File: config.mk
export PLATFORM = sky130hd
export DESIGN_NAME = if_stage
export DESIGN_NICKNAME = d
export VERILOG_FILES = /design/src/rtl/if_stage.sv
export SDC_FILE = /design/constraint.sdc
export NUM_CORES = 1
export LEC_CHECK = 0
export ABC_AREA = 1
export CAP_MARGIN = 20
export CORE_AREA = 10 10 134 136
export DETAILED_ROUTE_END_ITERATION = 16
export DIE_AREA = 0 0 144 146
export PLACE_DENSITY = 0.75
export SLEW_MARGIN = 25
export SYNTH_ARGS = -nofsm -noshare
export SYNTH_HDL_FRONTEND = slang
export SYNTH_SLANG_ARGS = --single-unit
File: constraint.sdc
create_clock -name clock -period 1.7 [get_ports clock]
set_input_delay 0.425 -clock clock [delete_from_list [all_inputs] [get_ports clock]]
set_output_delay 0.425 -clock clock [all_outputs]
set_load 0.05 [all_outputs]
File: src/rtl/if_stage.sv
// Instruction fetch stage: PC register, IF/ID pipeline register and the
// BOOT/RUN/MISS fetch controller with stall and fetch counters.
module if_stage #(
    parameter logic [31:0] RESET_PC = 32'h00000000,
    parameter logic [31:0] NOP_INST = 32'h00000013
) (
    input  logic        clock,
    input  logic        reset,
    input  logic        memStall,
    input  logic        hazardStall,
    input  logic        jumpTaken,
    input  logic [31:0] jumpTarget,
    input  logic [31:0] instIn,
    output logic [31:0] addressInst,
    output logic        jumpTakedOut,
    output logic [31:0] instOut,
    output logic [31:0] pcOut,
    output logic        validOut,
    output logic [15:0] stallCycles,
    output logic [15:0] fetchCount
);

    typedef enum logic [1:0] {
        StBoot,
        StRun,
        StMiss
    } state_e;

    state_e      state_q, state_d;
    logic [31:0] pc_q, pc_d;
    logic [31:0] inst_q, inst_d;
    logic [31:0] pc_out_q, pc_out_d;
    logic        valid_q, valid_d;
    logic [15:0] stall_cnt_q, stall_cnt_d;
    logic [15:0] fetch_cnt_q, fetch_cnt_d;

    always_comb begin
        state_d     = state_q;
        pc_d        = pc_q;
        inst_d      = inst_q;
        pc_out_d    = pc_out_q;
        valid_d     = valid_q;
        stall_cnt_d = stall_cnt_q;
        fetch_cnt_d = fetch_cnt_q;

        if (state_q == StMiss && stall_cnt_q != 16'hFFFF) begin
            stall_cnt_d = stall_cnt_q + 16'd1;
        end

        unique case (state_q)
            StBoot: begin
                state_d = StRun;
            end
            StRun, StMiss: begin
                if (jumpTaken) begin
                    pc_d     = {jumpTarget[31:2], 2'b00};
                    inst_d   = NOP_INST;
                    pc_out_d = 32'h0;
                    valid_d  = 1'b0;
                    state_d  = StRun;
                end else if (hazardStall) begin
                    // Decode owns IF/ID this cycle; only track the memory side.
                    state_d = memStall ? StMiss : StRun;
                end else if (memStall) begin
                    inst_d   = NOP_INST;
                    pc_out_d = 32'h0;
                    valid_d  = 1'b0;
                    state_d  = StMiss;
                end else begin
                    inst_d   = instIn;
                    pc_out_d = pc_q;
                    valid_d  = 1'b1;
                    pc_d     = pc_q + 32'd4;
                    state_d  = StRun;
                    if (fetch_cnt_q != 16'hFFFF) begin
                        fetch_cnt_d = fetch_cnt_q + 16'd1;
                    end
                end
            end
            default: begin
                state_d = StBoot;
            end
        endcase
    end

    always_ff @(posedge clock) begin
        if (reset) begin
            state_q     <= StBoot;
            pc_q        <= RESET_PC;
            inst_q      <= NOP_INST;
            pc_out_q    <= 32'h0;
            valid_q     <= 1'b0;
            stall_cnt_q <= 16'h0;
            fetch_cnt_q <= 16'h0;
        end else begin
            state_q     <= state_d;
            pc_q        <= pc_d;
            inst_q      <= inst_d;
            pc_out_q    <= pc_out_d;
            valid_q     <= valid_d;
            stall_cnt_q <= stall_cnt_d;
            fetch_cnt_q <= fetch_cnt_d;
        end
    end

    assign addressInst  = pc_q;
    assign jumpTakedOut = jumpTaken && !reset && (state_q != StBoot);
    assign instOut      = inst_q;
    assign pcOut        = pc_out_q;
    assign validOut     = valid_q;
    assign stallCycles  = stall_cnt_q;
    assign fetchCount   = fetch_cnt_q;

endmodule

==> flow_summary.json <==
{
  "outcome": "finished with violations",
  "violations": "setup timing",
  "crit_path_end_kind": "flop",
  "synth_cell_types": 32,
  "die_y_um": 146,
  "gr-usage-all-layers": 0.202,
  "critical_path_class": "reg2reg",
  "r2r_setup_slack_ps": -9,
  "pin_count": 199,
  "place.gp.congestion": 0.925,
  "final_common_cell": "nand2_1",
  "critPathTopFamily": "simple AND/OR/NAND/NOR gates",
  "post_drt_wl_per_cell_um": 15.4,
  "r2r-start": "stallCycles[0]$_SDFFE_PP0P_",
  "crit_path_max_incr_delay_ps": 380,
  "routed_wl_um": 22100,
  "startpoint_type": "flop",
  "diodes": 0,
  "drt_iter0_drc": 421,
  "cp_num_cells": 9,
  "finalCritPeriodShare": 1.01,
  "die-area_um2": 21000,
  "cts-root-buf": "clkbuf_16",
  "clk_pin_slew_ps": 50,
  "min_period_ps": 1710,
  "syn_to_final_growth_pct": 62.8,
  "peakVddDrop_mv": 0.657,
  "r2r-end": "stallCycles[5]$_SDFFE_PP0P_",
  "cp-startpoint": "stallCycles[0]$_SDFFE_PP0P_",
  "drc_errors": 0,
  "syn_area_um2": 6280,
  "final.setup.tns_ps": -9.21,
  "h-tree-depth": 4,
  "clock.fmax_ghz": 0.585,
  "dp_cells": 1392,
  "crit_arrival_ps": 2000,
  "grt_max_degree": 48,
  "hold_path.class": "in2reg",
  "cap_violations": 0,
  "crit_buf_inv": 2,
  "ys_warn_count": 0,
  "ant_nets": 0,
  "core_um2": 15500,
  "cts_sinks": 128,
  "whs_ps": 330,
  "ctsLongestPathBuffers": 2,
  "critPathCapture": "stallCycles[5]$_SDFFE_PP0P_",
  "ys_ff_latch": 128,
  "hpwl_um": 16100,
  "setup_viol_count_final": 1,
  "yosysSeqAreaShare": 0.408,
  "insertion_delay_ps": 420,
  "drtPass1Iterations": 5,
  "fin_skew_ps": 10.9,
  "vias_per_cell": 5.02,
  "grt_pass1_wl_um": 34400,
  "via_count": 7182,
  "p_per_area_nw_per_um2": 837,
  "dpl_cell_area_um2": 9310,
  "synth.area.top_cells": "dfxtp_1 41%, nand2_1 22%, a21oi_1 9.3%",
  "synth_largest_area_cell": "dfxtp_1",
  "cts_made_buffers": 17,
  "post-route-util": 0.661,
  "critPathMaxFanout": 5,
  "finalMaxSlewViolations": 0,
  "die_w_um": 144,
  "avgSynthCellArea_um2": 6.43,
  "rsz0062_at_grt": "true",
  "fin_cells": 1431,
  "worstMarginPinSlew_ps": 529,
  "rr_worst_depth": 9,
  "cp_slowest_cell": "dfxtp_4",
  "slew_headroom": 0.647,
  "cts_tree": "done",
  "path_cells": "ha_4 -> nand3_4 -> nor3_4 -> nand3_2 -> nand2_4 -> clkinvlp_4 -> buf_12 -> nand2_1 -> a21oi_1",
  "nNetsFinal": 1301,
  "p_leak_nw": 3.97,
  "grt_pass1_vias": 6708,
  "grt.overflow.total": 0,
  "crit_required_ps": 1990,
  "design_area_um2": 10200,
  "power_mw": 8.56,
  "cts_hold_buffers": 0,
  "pre_cts_slack_ps": -424,
  "floorplan.initialDensity": 0.406,
  "setup_slack_ps": -9.21,
  "antenna_found_initial": 0,
  "num_rows": 46,
  "final_cell_mix": "357 x nand2_1, 142 x buf_4, 114 x a21oi_1",
  "hold_viol": 0,
  "drive_gt1_frac": 0.257,
  "port_buffers": 194,
  "syn-instance-count": 977,
  "synth_top_cell_area_share": 0.408
}
worst reg2reg max path, cell delays in order (launching register included):
cell and delay, ps:
dfxtp_4 380, ha_4 160, nand3_4 90, nor3_4 230, nand3_2 130, nand2_4 120
clkinvlp_4 170, buf_12 180, nand2_1 70, a21oi_1 70
Yosys cell counts:
library cell and count:
nand2_1 361, dfxtp_1 128, nor2_1 119, a21oi_1 117
inv_1 63, nand3_1 47, o21ai_0 30, clkbuf_1 26
nor3_1 13, xor2_1 13, buf_2 10, nand4_1 7
buf_4 6, ha_1 6, a31oi_1 3, inv_2 3
o22ai_1 3, or2_2 3, xnor2_1 3, buf_6 2
nand2_2 2, nand3b_1 2, a211oi_1 1, a221oi_1 1
a22oi_1 1, and2_1 1, buf_1 1, conb_1 1
nor2_2 1, nor3_4 1, o211ai_1 1, o31ai_1 1
cell type report:
type | count | area (um2)
fill | 1286 | 5260
multi-input combinational | 739 | 3420
timing repair buffer | 274 | 3020
sequential | 128 | 2620
clock buffer | 23 | 509
inverter | 66 | 262
tap | 192 | 240
clock inverter | 9 | 150
worst min path at each step:
stage,slack (ps),from,cells past startpoint,to
floorplan,550,instIn[0],2,instOut[0]$_SDFFE_PP1P_
global placement,450,instOut[5]$_SDFFE_PP0P_,2,instOut[5]$_SDFFE_PP0P_
detailed placement,450,pcOut[6]$_SDFFE_PP0P_,2,pcOut[6]$_SDFFE_PP0P_
CTS,300,reset,2,stallCycles[4]$_SDFFE_PP0P_
global route,320,reset,2,stallCycles[7]$_SDFFE_PP0P_
finish,330,reset,2,stallCycles[4]$_SDFFE_PP0P_
kinds of logic after synthesis:
| group | after synthesis | share of synthesized area |
|---|---|---|
| simple gates | 557 | 0.354 |
| compound gates | 158 | 0.129 |
| flops | 128 | 0.408 |
| buf+inv | 111 | 0.0743 |
| xor+xnor | 16 | 0.0223 |
| fa+ha+maj | 6 | 0.0120 |
| other cells | 1 | 0.000597 |
timing repair:
action,CTS,global route
buffers inserted,1,6
setup endpoints to repair,34,75
cloned,0,1
pin swaps,2,11
gates resized for setup,7,50
state kept, by name (all words and copies together), names as in the netlist:
signal and count:
validOut 1, stallCycles 16, pcOut 31, addressInst 30, instOut 32, state_q 2
fetchCount 16
per-layer routing:
| metal | track usage | routed length [um] | vias to the layer above |
|---|---|---|---|
| li1 | - | - | 3606 |
| met1 | 0.239 | 8960 | 3296 |
| met2 | 0.343 | 11100 | 251 |
| met3 | 0.0584 | 1760 | 29 |
| met4 | 0.0557 | 315 | 0 |
| met5 | 0 | 0 | - |
where the power goes:
group	switching (mW)	internal (mW)
Combinational	0.754	0.591
Sequential	0.0888	3.08
Clock	1.35	2.69
Total	2.19	6.36
No activity file was read; power rests on OpenSTA's default activity.
